### config.mk
export PLATFORM = sky130hd
export DESIGN_NAME = pulse_channel
export DESIGN_NICKNAME = d
export VERILOG_FILES = /design/src/rtl/pulse_channel_pkg.sv /design/src/rtl/pulse_channel_envelope.sv /design/src/rtl/pulse_channel.sv
export SDC_FILE = /design/constraint.sdc
export NUM_CORES = 1
export LEC_CHECK = 0
export BUFFER_PORTS_ARGS = -buffer_cell sky130_fd_sc_hd__buf_2
export CORE_ASPECT_RATIO = 0.75
export CORE_MARGIN = 3
export CORE_UTILIZATION = 60
export DETAILED_ROUTE_END_ITERATION = 16
export HOLD_SLACK_MARGIN = 0.03
export PLACE_DENSITY = 0.83
export SLEW_MARGIN = 20
export SYNTH_ARGS = -nofsm -noshare
export SYNTH_HDL_FRONTEND = slang
export SYNTH_SLANG_ARGS = --single-unit
### constraint.sdc
create_clock -name i_clk -period 4 [get_ports i_clk]
set_clock_uncertainty 0.15 [all_clocks]
set_input_delay 1 -clock i_clk [delete_from_list [all_inputs] [get_ports i_clk]]
set_output_delay 1 -clock i_clk [all_outputs]
set_load 0.05 [all_outputs]
### src/rtl/pulse_channel_pkg.sv
// Shared encodings for the pulse-wave voice.
// Duty selects, FSM states and the duty-window compare.
package pulse_channel_pkg;

    localparam logic [1:0] DUTY_12 = 2'd0;
    localparam logic [1:0] DUTY_25 = 2'd1;
    localparam logic [1:0] DUTY_50 = 2'd2;
    localparam logic [1:0] DUTY_75 = 2'd3;

    typedef enum logic {
        ST_IDLE = 1'b0,
        ST_PLAY = 1'b1
    } state_t;

    function automatic logic duty_high(
        input logic [1:0] duty,
        input logic [2:0] top
    );
        logic hi;
        hi = 1'b0;
        unique case (1'b1)
            (duty == DUTY_12): hi = (top == 3'b111);
            (duty == DUTY_25): hi = (top[2:1] == 2'b11);
            (duty == DUTY_50): hi = top[2];
            default:           hi = (top[2:1] != 2'b00);
        endcase
        return hi;
    endfunction

endpackage

### src/rtl/pulse_channel_envelope.sv
// Envelope level, decay divider and note-length counter.
// A load always wins over a tick in the same cycle.
module pulse_envelope
    import pulse_channel_pkg::*;
#(
    parameter int OUT_WIDTH    = 9,
    parameter int LENGTH_WIDTH = 8,
    parameter int DECAY_WIDTH  = 4
) (
    input  logic                    i_clk,
    input  logic                    i_reset,
    input  logic                    i_load,
    input  logic                    i_tick,
    input  logic [OUT_WIDTH-1:0]    i_volume,
    input  logic [DECAY_WIDTH-1:0]  i_decay,
    input  logic [LENGTH_WIDTH-1:0] i_length,
    output logic [OUT_WIDTH-1:0]    o_level,
    output logic                    o_expire
);

    logic [OUT_WIDTH-1:0]    level_q, level_d;
    logic [DECAY_WIDTH-1:0]  decay_q, decay_d;
    logic [DECAY_WIDTH-1:0]  cnt_q, cnt_d;
    logic [LENGTH_WIDTH-1:0] len_q, len_d;

    assign o_level  = level_q;
    assign o_expire = i_tick && (len_q == LENGTH_WIDTH'(1));

    always_comb begin
        level_d = level_q;
        decay_d = decay_q;
        cnt_d   = cnt_q;
        len_d   = len_q;
        if (i_load) begin
            level_d = i_volume;
            decay_d = i_decay;
            len_d   = i_length;
            cnt_d   = '0;
        end else if (i_tick) begin
            if (decay_q != '0) begin
                if (cnt_q == decay_q - DECAY_WIDTH'(1)) begin
                    cnt_d = '0;
                    if (level_q != '0)
                        level_d = level_q - OUT_WIDTH'(1);
                end else begin
                    cnt_d = cnt_q + DECAY_WIDTH'(1);
                end
            end
            if (len_q != '0)
                len_d = len_q - LENGTH_WIDTH'(1);
        end
    end

    always_ff @(posedge i_clk) begin
        if (i_reset) begin
            level_q <= '0;
            decay_q <= '0;
            cnt_q   <= '0;
            len_q   <= '0;
        end else begin
            level_q <= level_d;
            decay_q <= decay_d;
            cnt_q   <= cnt_d;
            len_q   <= len_d;
        end
    end

endmodule

### src/rtl/pulse_channel.sv
// Pulse-wave voice: FSM, phase accumulator, pending note buffer.
// Pending notes take effect on a phase wrap or at length expiry.
module pulse_channel
    import pulse_channel_pkg::*;
#(
    parameter int PHASE_WIDTH  = 32,
    parameter int OUT_WIDTH    = 9,
    parameter int LENGTH_WIDTH = 8,
    parameter int DECAY_WIDTH  = 4
) (
    input  logic                    i_clk,
    input  logic                    i_reset,
    input  logic                    i_tick_stb,
    input  logic                    i_note_valid,
    output logic                    o_note_ready,
    input  logic [PHASE_WIDTH-1:0]  i_phase_delta,
    input  logic [1:0]              i_duty,
    input  logic [OUT_WIDTH-1:0]    i_volume,
    input  logic [DECAY_WIDTH-1:0]  i_decay,
    input  logic [LENGTH_WIDTH-1:0] i_length,
    output logic [OUT_WIDTH-1:0]    o_output,
    output logic                    o_frame_pulse,
    output logic                    o_active
);

    state_t                  state_q, state_d;
    logic [PHASE_WIDTH-1:0]  phase_q, phase_d;
    logic [PHASE_WIDTH-1:0]  delta_q, delta_d;
    logic [1:0]              duty_q, duty_d;
    logic [OUT_WIDTH-1:0]    out_q, out_d;

    logic                    pv_q, pv_d;
    logic [PHASE_WIDTH-1:0]  p_delta_q, p_delta_d;
    logic [1:0]              p_duty_q, p_duty_d;
    logic [OUT_WIDTH-1:0]    p_vol_q, p_vol_d;
    logic [DECAY_WIDTH-1:0]  p_decay_q, p_decay_d;
    logic [LENGTH_WIDTH-1:0] p_len_q, p_len_d;

    logic [PHASE_WIDTH:0]    sum;
    logic                    wrap, play, xfer, take_pend;
    logic                    env_load, env_tick, expire;
    logic [OUT_WIDTH-1:0]    env_vol, level;
    logic [DECAY_WIDTH-1:0]  env_decay;
    logic [LENGTH_WIDTH-1:0] env_len;

    assign o_note_ready  = !pv_q && !i_reset;
    assign o_output      = out_q;
    assign o_active      = (state_q == ST_PLAY);
    assign o_frame_pulse = phase_q[PHASE_WIDTH-1];

    assign sum       = {1'b0, phase_q} + {1'b0, delta_q};
    assign wrap      = sum[PHASE_WIDTH];
    assign play      = (state_q == ST_PLAY);
    assign xfer      = i_note_valid && o_note_ready;
    assign take_pend = play && pv_q && (wrap || expire);
    assign env_load  = (!play && xfer) || take_pend;
    assign env_tick  = play && i_tick_stb;
    assign env_vol   = play ? p_vol_q : i_volume;
    assign env_decay = play ? p_decay_q : i_decay;
    assign env_len   = play ? p_len_q : i_length;

    pulse_envelope #(
        .OUT_WIDTH    (OUT_WIDTH),
        .LENGTH_WIDTH (LENGTH_WIDTH),
        .DECAY_WIDTH  (DECAY_WIDTH)
    ) u_env (
        .i_clk    (i_clk),
        .i_reset  (i_reset),
        .i_load   (env_load),
        .i_tick   (env_tick),
        .i_volume (env_vol),
        .i_decay  (env_decay),
        .i_length (env_len),
        .o_level  (level),
        .o_expire (expire)
    );

    always_comb begin
        state_d   = state_q;
        phase_d   = phase_q;
        delta_d   = delta_q;
        duty_d    = duty_q;
        pv_d      = pv_q;
        p_delta_d = p_delta_q;
        p_duty_d  = p_duty_q;
        p_vol_d   = p_vol_q;
        p_decay_d = p_decay_q;
        p_len_d   = p_len_q;
        case (state_q)
            ST_IDLE: begin
                if (xfer) begin
                    delta_d = i_phase_delta;
                    duty_d  = i_duty;
                    phase_d = '0;
                    state_d = ST_PLAY;
                end
            end
            default: begin
                phase_d = sum[PHASE_WIDTH-1:0];
                if (xfer) begin
                    pv_d      = 1'b1;
                    p_delta_d = i_phase_delta;
                    p_duty_d  = i_duty;
                    p_vol_d   = i_volume;
                    p_decay_d = i_decay;
                    p_len_d   = i_length;
                end
                // xfer and take_pend are exclusive: ready needs an empty buffer
                if (take_pend) begin
                    delta_d = p_delta_q;
                    duty_d  = p_duty_q;
                    pv_d    = 1'b0;
                    if (expire)
                        phase_d = '0;
                end else if (expire) begin
                    state_d = ST_IDLE;
                end
            end
        endcase
        out_d = (play && duty_high(duty_q, phase_q[PHASE_WIDTH-1 -: 3]))
              ? level : '0;
    end

    always_ff @(posedge i_clk) begin
        if (i_reset) begin
            state_q   <= ST_IDLE;
            phase_q   <= '0;
            delta_q   <= '0;
            duty_q    <= '0;
            out_q     <= '0;
            pv_q      <= 1'b0;
            p_delta_q <= '0;
            p_duty_q  <= '0;
            p_vol_q   <= '0;
            p_decay_q <= '0;
            p_len_q   <= '0;
        end else begin
            state_q   <= state_d;
            phase_q   <= phase_d;
            delta_q   <= delta_d;
            duty_q    <= duty_d;
            out_q     <= out_d;
            pv_q      <= pv_d;
            p_delta_q <= p_delta_d;
            p_duty_q  <= p_duty_d;
            p_vol_q   <= p_vol_d;
            p_decay_q <= p_decay_d;
            p_len_q   <= p_len_d;
        end
    end

endmodule

==> out/qor.txt, run 1 <==
Floorplan Core Area: 13240 um2
Die area: 15280 um2
Clk Latency, worst-skew pair: 0.43 ns
First-pass GRT wire length: 31790 um
Setup TNS: 0 ns
Avg Cell Area, Syn: 8.488 um2
DP Area: 8718 um2
Routability congestion estimate: 0.9367
Synth cell types: 62
Max VDD drop: 0.3372 mV
Height of the die: 107.8 um
Die width: 141.8 um
Postcts setup bufs: 0
Largest net degree at the start of global routing: 84
Area Growth Syn to Fin: 11.87%
Setup CP Type: register to register
CTS tree: done
Synth Area in Compound Gates: 22.81%
Min Tclk post-route: 3.569 ns
Status: complete, no violations
Clock Pin Slew Worst Setup and Hold Paths: 0.06 ns
Sequential share of power: 43.9%
Critical path capture point type: register
Main synth FF type: dfxtp_1
Layout cells sized above 1: 16.34%
Post-CTS Resized: 0
CTS Buf Count: 17
Ant. Diodes: 0
Via count: 7014
Post-Synth Adder-Cell Area: 5.824%
Required time worst endpoint: 4.19 ns
Initial Util: 62.62%
Slew headroom: 30.34%
Placed Instances: 1173
Clock Path Buffers: 2
Fin area: 9278 um2
Startpoint Class: register
Sequential area share after synthesis: 37.90%
Fin cells: 1205
Port bufs: 70
Synthesized area: 8293 um2
Drt wl/cell: 15.37 um
Simple-Gate Fraction of Synth Area: 18.18%
Psw: 1.184 mW
Endpoints failing setup: 0
Static Leakage: 3.698 nW
Row count: 36
Worst hold slack: 0.3018 ns
Worst-margin pin slew: 1.045 ns
Initial antenna violation count: 0
Final net count: 1118
Power Dens Cells: 427.5 nW/um2
Post-synth EDFFs: 0
CTS sink count: 157
Antenna-violating nets left: 0
Final worst path period share: 89.23%
Clock power frac: 38.6%
Clock root buffer master: clkbuf_16
Mux contribution to synthesized area: 6.925%
Overall Global Routing Usage: 25.13%
DR pass1 iterations: 7
Routed WL: 18520 um
Hold violation total from the final report: 0
Xor/xnor share of the synthesized area: 4.647%
CP max FO: 30
Post-synthesis async set-or-reset flop share: 0%
Number of global-route vias before repair: 6640
Post-cts hold buffer count: 0
Hold crit path type: register to register
Ports: 71
CTS H-Tree Depth: 4
Synth Net Count: 1074
Synth Instances: 977
Post-DP HPWL: 12380 um
Vias per cell: 5.821
Pins over their slew limit: 0
Drt drc: 0
Total grt overflow: 0
Yosys Warn Count: 0
Sw Share: 29.85%
Max-cap violations: 0
RSZ-0062 raised after global routing: no
Cell Int Power: 2.782 mW
Drt initial violations: 634
Seq cells post-synth: 157
Comb power frac: 17.5%
Largest family of logic cells by synthesized area: compound AO/OA/AOI/OAI gates
FMAX: 280.2 MHz
CP arrival: 3.76 ns
-- layer usage --
layer | vias to the layer above | track usage (%) | part of all wire [%]
li1 | 3526 | - | -
met1 | 3286 | 34.70 | 47
met2 | 181 | 40.53 | 46
met3 | 21 | 5.195 | 5.7
met4 | 0 | 6.027 | 1.2
met5 | - | 0 | 0
-- sequential cells by signal, indices dropped and copies added (netlist names) --
register / cells
delta_q: 32
p_delta_q: 32
phase_q: 32
o_output: 9
p_vol_q: 9
u_env.o_level: 9
p_len_q: 8
u_env.len_q: 8
p_decay_q: 4
u_env.cnt_q: 4
u_env.decay_q: 4
duty_q: 2
p_duty_q: 2
o_active: 1
pv_q: 1
-- kinds of logic (layout without fill, tap and decap cells) --
family          Yosys count  count (layout)
mux                      57              57
xor+xnor                 44              44
fa+ha+maj                38              38
buf+inv                  72             129
simple gates            345             345
compound gates          264             264
flops                   157             157
-- layout make-up --
type / count / area, um2
fillers: 1011 / 3965
clock inverters: 13 / 106.4
flip-flops and latches: 157 / 3147
well taps: 171 / 214.0
repair buffers: 79 / 432.9
inverters: 18 / 67.56
multi-input cells: 748 / 4857
clock buffers: 19 / 452.9
-- placed cells by master, fill, tap and decap left out, types with 3 or more instances in the layout --
| cell | instances |
|---|---|
| a211oi_1 | 12 |
| a211oi_2 | 44 |
| a21o_1 | 15 |
| a21oi_1 | 101 |
| a22oi_1 | 12 |
| a32oi_1 | 3 |
| and2_1 | 10 |
| and3_1 | 7 |
| and4_1 | 4 |
| buf_2 | 69 |
| buf_4 | 9 |
| clkbuf_16 | 17 |
| clkinv_4 | 4 |
| dfxtp_1 | 156 |
| ha_1 | 37 |
| inv_1 | 18 |
| inv_6 | 4 |
| mux2_2 | 3 |
| mux2i_1 | 54 |
| nand2_1 | 164 |
| nand2b_1 | 7 |
| nand3_1 | 5 |
| nand4_1 | 6 |
| nand4b_1 | 3 |
| nor2_1 | 100 |
| nor2b_1 | 8 |
| nor3_1 | 15 |
| o211ai_1 | 6 |
| o21a_1 | 4 |
| o21ai_0 | 33 |
| o21ai_1 | 5 |
| o21bai_1 | 5 |
| xnor2_1 | 21 |
| xor2_1 | 23 |
-- final timing paths --
kind,endpoint,cells past startpoint,from,slack [ns]
setup / recovery,delta_q[24],12,phase_q[0],0.43
hold / removal,p_delta_q[24],2,p_delta_q[24],0.30
setup reg to reg,delta_q[24],12,phase_q[0],0.43
hold reg to reg,p_delta_q[24],2,p_delta_q[24],0.30
-- Yosys cell counts (15+ instances only) --
master / count / area [um2]
dfxtp_1: 157 / 3143
o21ai_0: 33 / 165.2
xor2_1: 23 / 201.4
nor3_1: 15 / 75.07
a211oi_2: 44 / 550.5
mux2i_1: 54 / 540.5
ha_1: 37 / 462.9
clkbuf_1: 40 / 150.1
nor2_1: 100 / 375.4
xnor2_1: 21 / 183.9
inv_1: 18 / 67.56
a21oi_1: 101 / 505.5
nand2_1: 165 / 619.3
a21o_1: 15 / 112.6
-- critical path, stage by stage, from the launching register on --
cell and delay (ns):
dfxtp_1 0.35, ha_1 0.18, inv_1 0.05, fa_1 0.37, nand2b_1 0.20, a21oi_1 0.22
o21ai_1 0.14, o31ai_2 0.46, nand4_1 0.26, a221oi_4 0.34, buf_4 0.42, nor2_1 0.11
a211oi_2 0.20
-- per-stage QoR --
step           total power, mW  worst slack [ns]  utilization [%]
2_1_floorplan            2.298            0.5575                -
3_3_place_gp             2.429            0.7114            65.84
3_5_place_dp             2.454            0.4759            65.84
4_1_cts                  3.984            0.4369            70.06
5_1_grt                  4.136            0.1559            70.06
6_report                 3.966            0.4306            70.06
-- power groups by stage --
| stage | clock network, mW | logic (mW) | registers, mW |
|---|---|---|---|
| after CTS | 1.55 | 0.692 | 1.74 |
| after global routing | 1.61 | 0.775 | 1.75 |
| after floorplan | 0 | 0.547 | 1.75 |
| after global placement | 0 | 0.660 | 1.77 |
| after detailed placement | 0 | 0.682 | 1.77 |
| final | 1.53 | 0.692 | 1.74 |
(Power assumes the default switching activity.)
==> run 2, diff against run 1 <==
CORE_UTILIZATION = 54   (was 60)
CTS_CLUSTER_DIAMETER = 100   (was default)
PLACE_DENSITY = 0.79   (was 0.83)
clock period = 3.2 ns   (was 4 ns; I/O delays follow)
==> out/qor.txt, run 2 (same netlist as run 1, synthesis figures left out) <==
Ports: 71
Power Dens Cells: 520.0 nW/um2
Critical-path cell list: ha_1 > a21oi_1 > nand4b_1 > and2_1 > o311ai_0 > o211ai_1 > a221oi_1 > buf_4 > mux2i_1 > nand3_1
Max stage delay cell, worst path: o311ai_0
Drt initial violations: 679
Floorplan Core Area: 14740 um2
Height of the die: 113.3 um
Die area: 16900 um2
Placed Instances: 1217
Row count: 38
Ant. Diodes: 0
Final worst path period share: 96.88%
CP arrival: 3.27 ns
CTS tree: done
Clk Latency, worst-skew pair: 0.43 ns
Top flop regs: delta_q x32, p_delta_q x32, phase_q x32
CTS Buf Count: 17
Number of global-route vias before repair: 6462
Fin area: 9590 um2
Largest net degree at the start of global routing: 101
Hold violation total from the final report: 0
Place WS: 0.03886 ns
Overall Global Routing Usage: 23.30%
Critical path capture point type: register
Required time worst endpoint: 3.37 ns
Static Leakage: 3.832 nW
Port bufs: 70
CP max FO: 4
Drt wl/cell: 15.52 um
Pins over their slew limit: 0
First-pass GRT wire length: 32080 um
Setup CP Type: register to register
Routed WL: 19450 um
Max-cap violations: 0
Slew headroom: 43.85%
CTS sink count: 157
Hold crit path type: register to register
Routability congestion estimate: 0.9284
DP Area: 8930 um2
DR pass1 iterations: 8
Layout cells sized above 1: 18.33%
Initial Util: 56.26%
Worst-margin pin slew: 0.8418 ns
Max stage delay on crit path: 0.63 ns
Most frequent cells in the layout: 164 x nand2_1, 154 x dfxtp_1, 100 x a21oi_1, 100 x nor2_1, 69 x buf_2
Final Worst Setup Slack: 0.09976 ns
Via count: 7115
Post-cts hold buffer count: 0
Min Tclk post-route: 3.100 ns
Clock Path Buffers: 2
Final net count: 1137
Endpoints failing setup: 0
Vias per cell: 5.678
CTS H-Tree Depth: 4
Max VDD drop: 0.4075 mV
Status: complete, no violations
Worst hold slack: 0.3022 ns
Clock Pin Slew Worst Setup and Hold Paths: 0.06 ns
Total grt overflow: 0
FMAX: 322.6 MHz
Drt drc: 0
Clock root buffer master: clkbuf_16
Final Util: 65.07%
Initial antenna violation count: 0
Area Growth Syn to Fin: 15.65%
Antenna-violating nets left: 0
Fin cells: 1253
Commonest non-fill, non-tap cell in the layout: nand2_1
Post-DP HPWL: 13300 um
Startpoint Class: register
Die width: 149.1 um
==> run 2: changes by cell type in the layout (fill, tap and decap cells not counted), moves of 2 or more <==
| cell | change |
|---|---|
| buf_4 | +11 |
| dfxtp_2 | +2 |
| a211oi_2 | +2 |
| a211oi_1 | -2 |
| dfxtp_1 | -2 |
| inv_6 | -3 |
| clkbuf_1 | +3 |
| buf_12 | +4 |
| clkinv_4 | -3 |
==> run 2: path summary, 6_finish.rpt <==
kind | from | end | slack (ns) | depth (start not counted)
max | delta_q[1] | phase_q[29] | 0.1 | 10
min | p_delta_q[8] | p_delta_q[8] | 0.30 | 2
max reg2reg | delta_q[1] | phase_q[29] | 0.1 | 10
min reg2reg | p_delta_q[8] | p_delta_q[8] | 0.30 | 2
==> run 2: final cells by class <==
cell class	count	area [um2]
repair buffers	98	691.9
fillers	1257	5149
clock inverters	9	61.31
multi-input cells	748	4892
flip-flops and latches	157	3149
clock buffers	23	478.0
inverters	18	67.56
well taps	200	250.2
==> run 2: per-stage QoR <==
stage                      TNS, ns  total power [mW]
after floorplan                  0             2.872
after global placement           0             3.078
final                            0             4.987
after detailed placement         0             3.107
after global routing      -0.03892             5.218
after CTS                        0             4.987
==> run 2: timing repair <==
item / 4_1_cts / 5_1_grt
buffers inserted: 2 / 0
setup endpoints to repair: 1 / 54
cloned: 1 / 1
hold endpoints to repair: 0 / 0
gates resized for setup: 1 / 10
pin swaps: 2 / 3
==> run 2: worst max-delay path: cells and delay by family (launching register included) <==
kind / cells / cell delay (ns)
DFF: 1 / 0.34
buffers and inverters: 1 / 0.18
adders and majority gates: 1 / 0.28
and+or+nand+nor: 3 / 0.54
AOI/OAI and AO/OA: 4 / 1.30
muxes: 1 / 0.18
==> run 2: power breakdown <==
| part | switching (mW) | internal (mW) | leakage, nW |
|---|---|---|---|
| Combinational | 0.538 | 0.404 | 2.29 |
| Clock | 0.814 | 1.05 | 0.260 |
| Sequential | 0.101 | 2.08 | 1.28 |
| Total | 1.45 | 3.53 | 3.83 |
==> run 2: routing by layer <==
layer	vias to the layer above	GRT usage [%]	wire length [um]
li1	3573	-	-
met1	3325	33.87	9778
met4	0	8.049	353
met5	-	0	0
met2	187	34.38	8374
met3	30	4.804	938
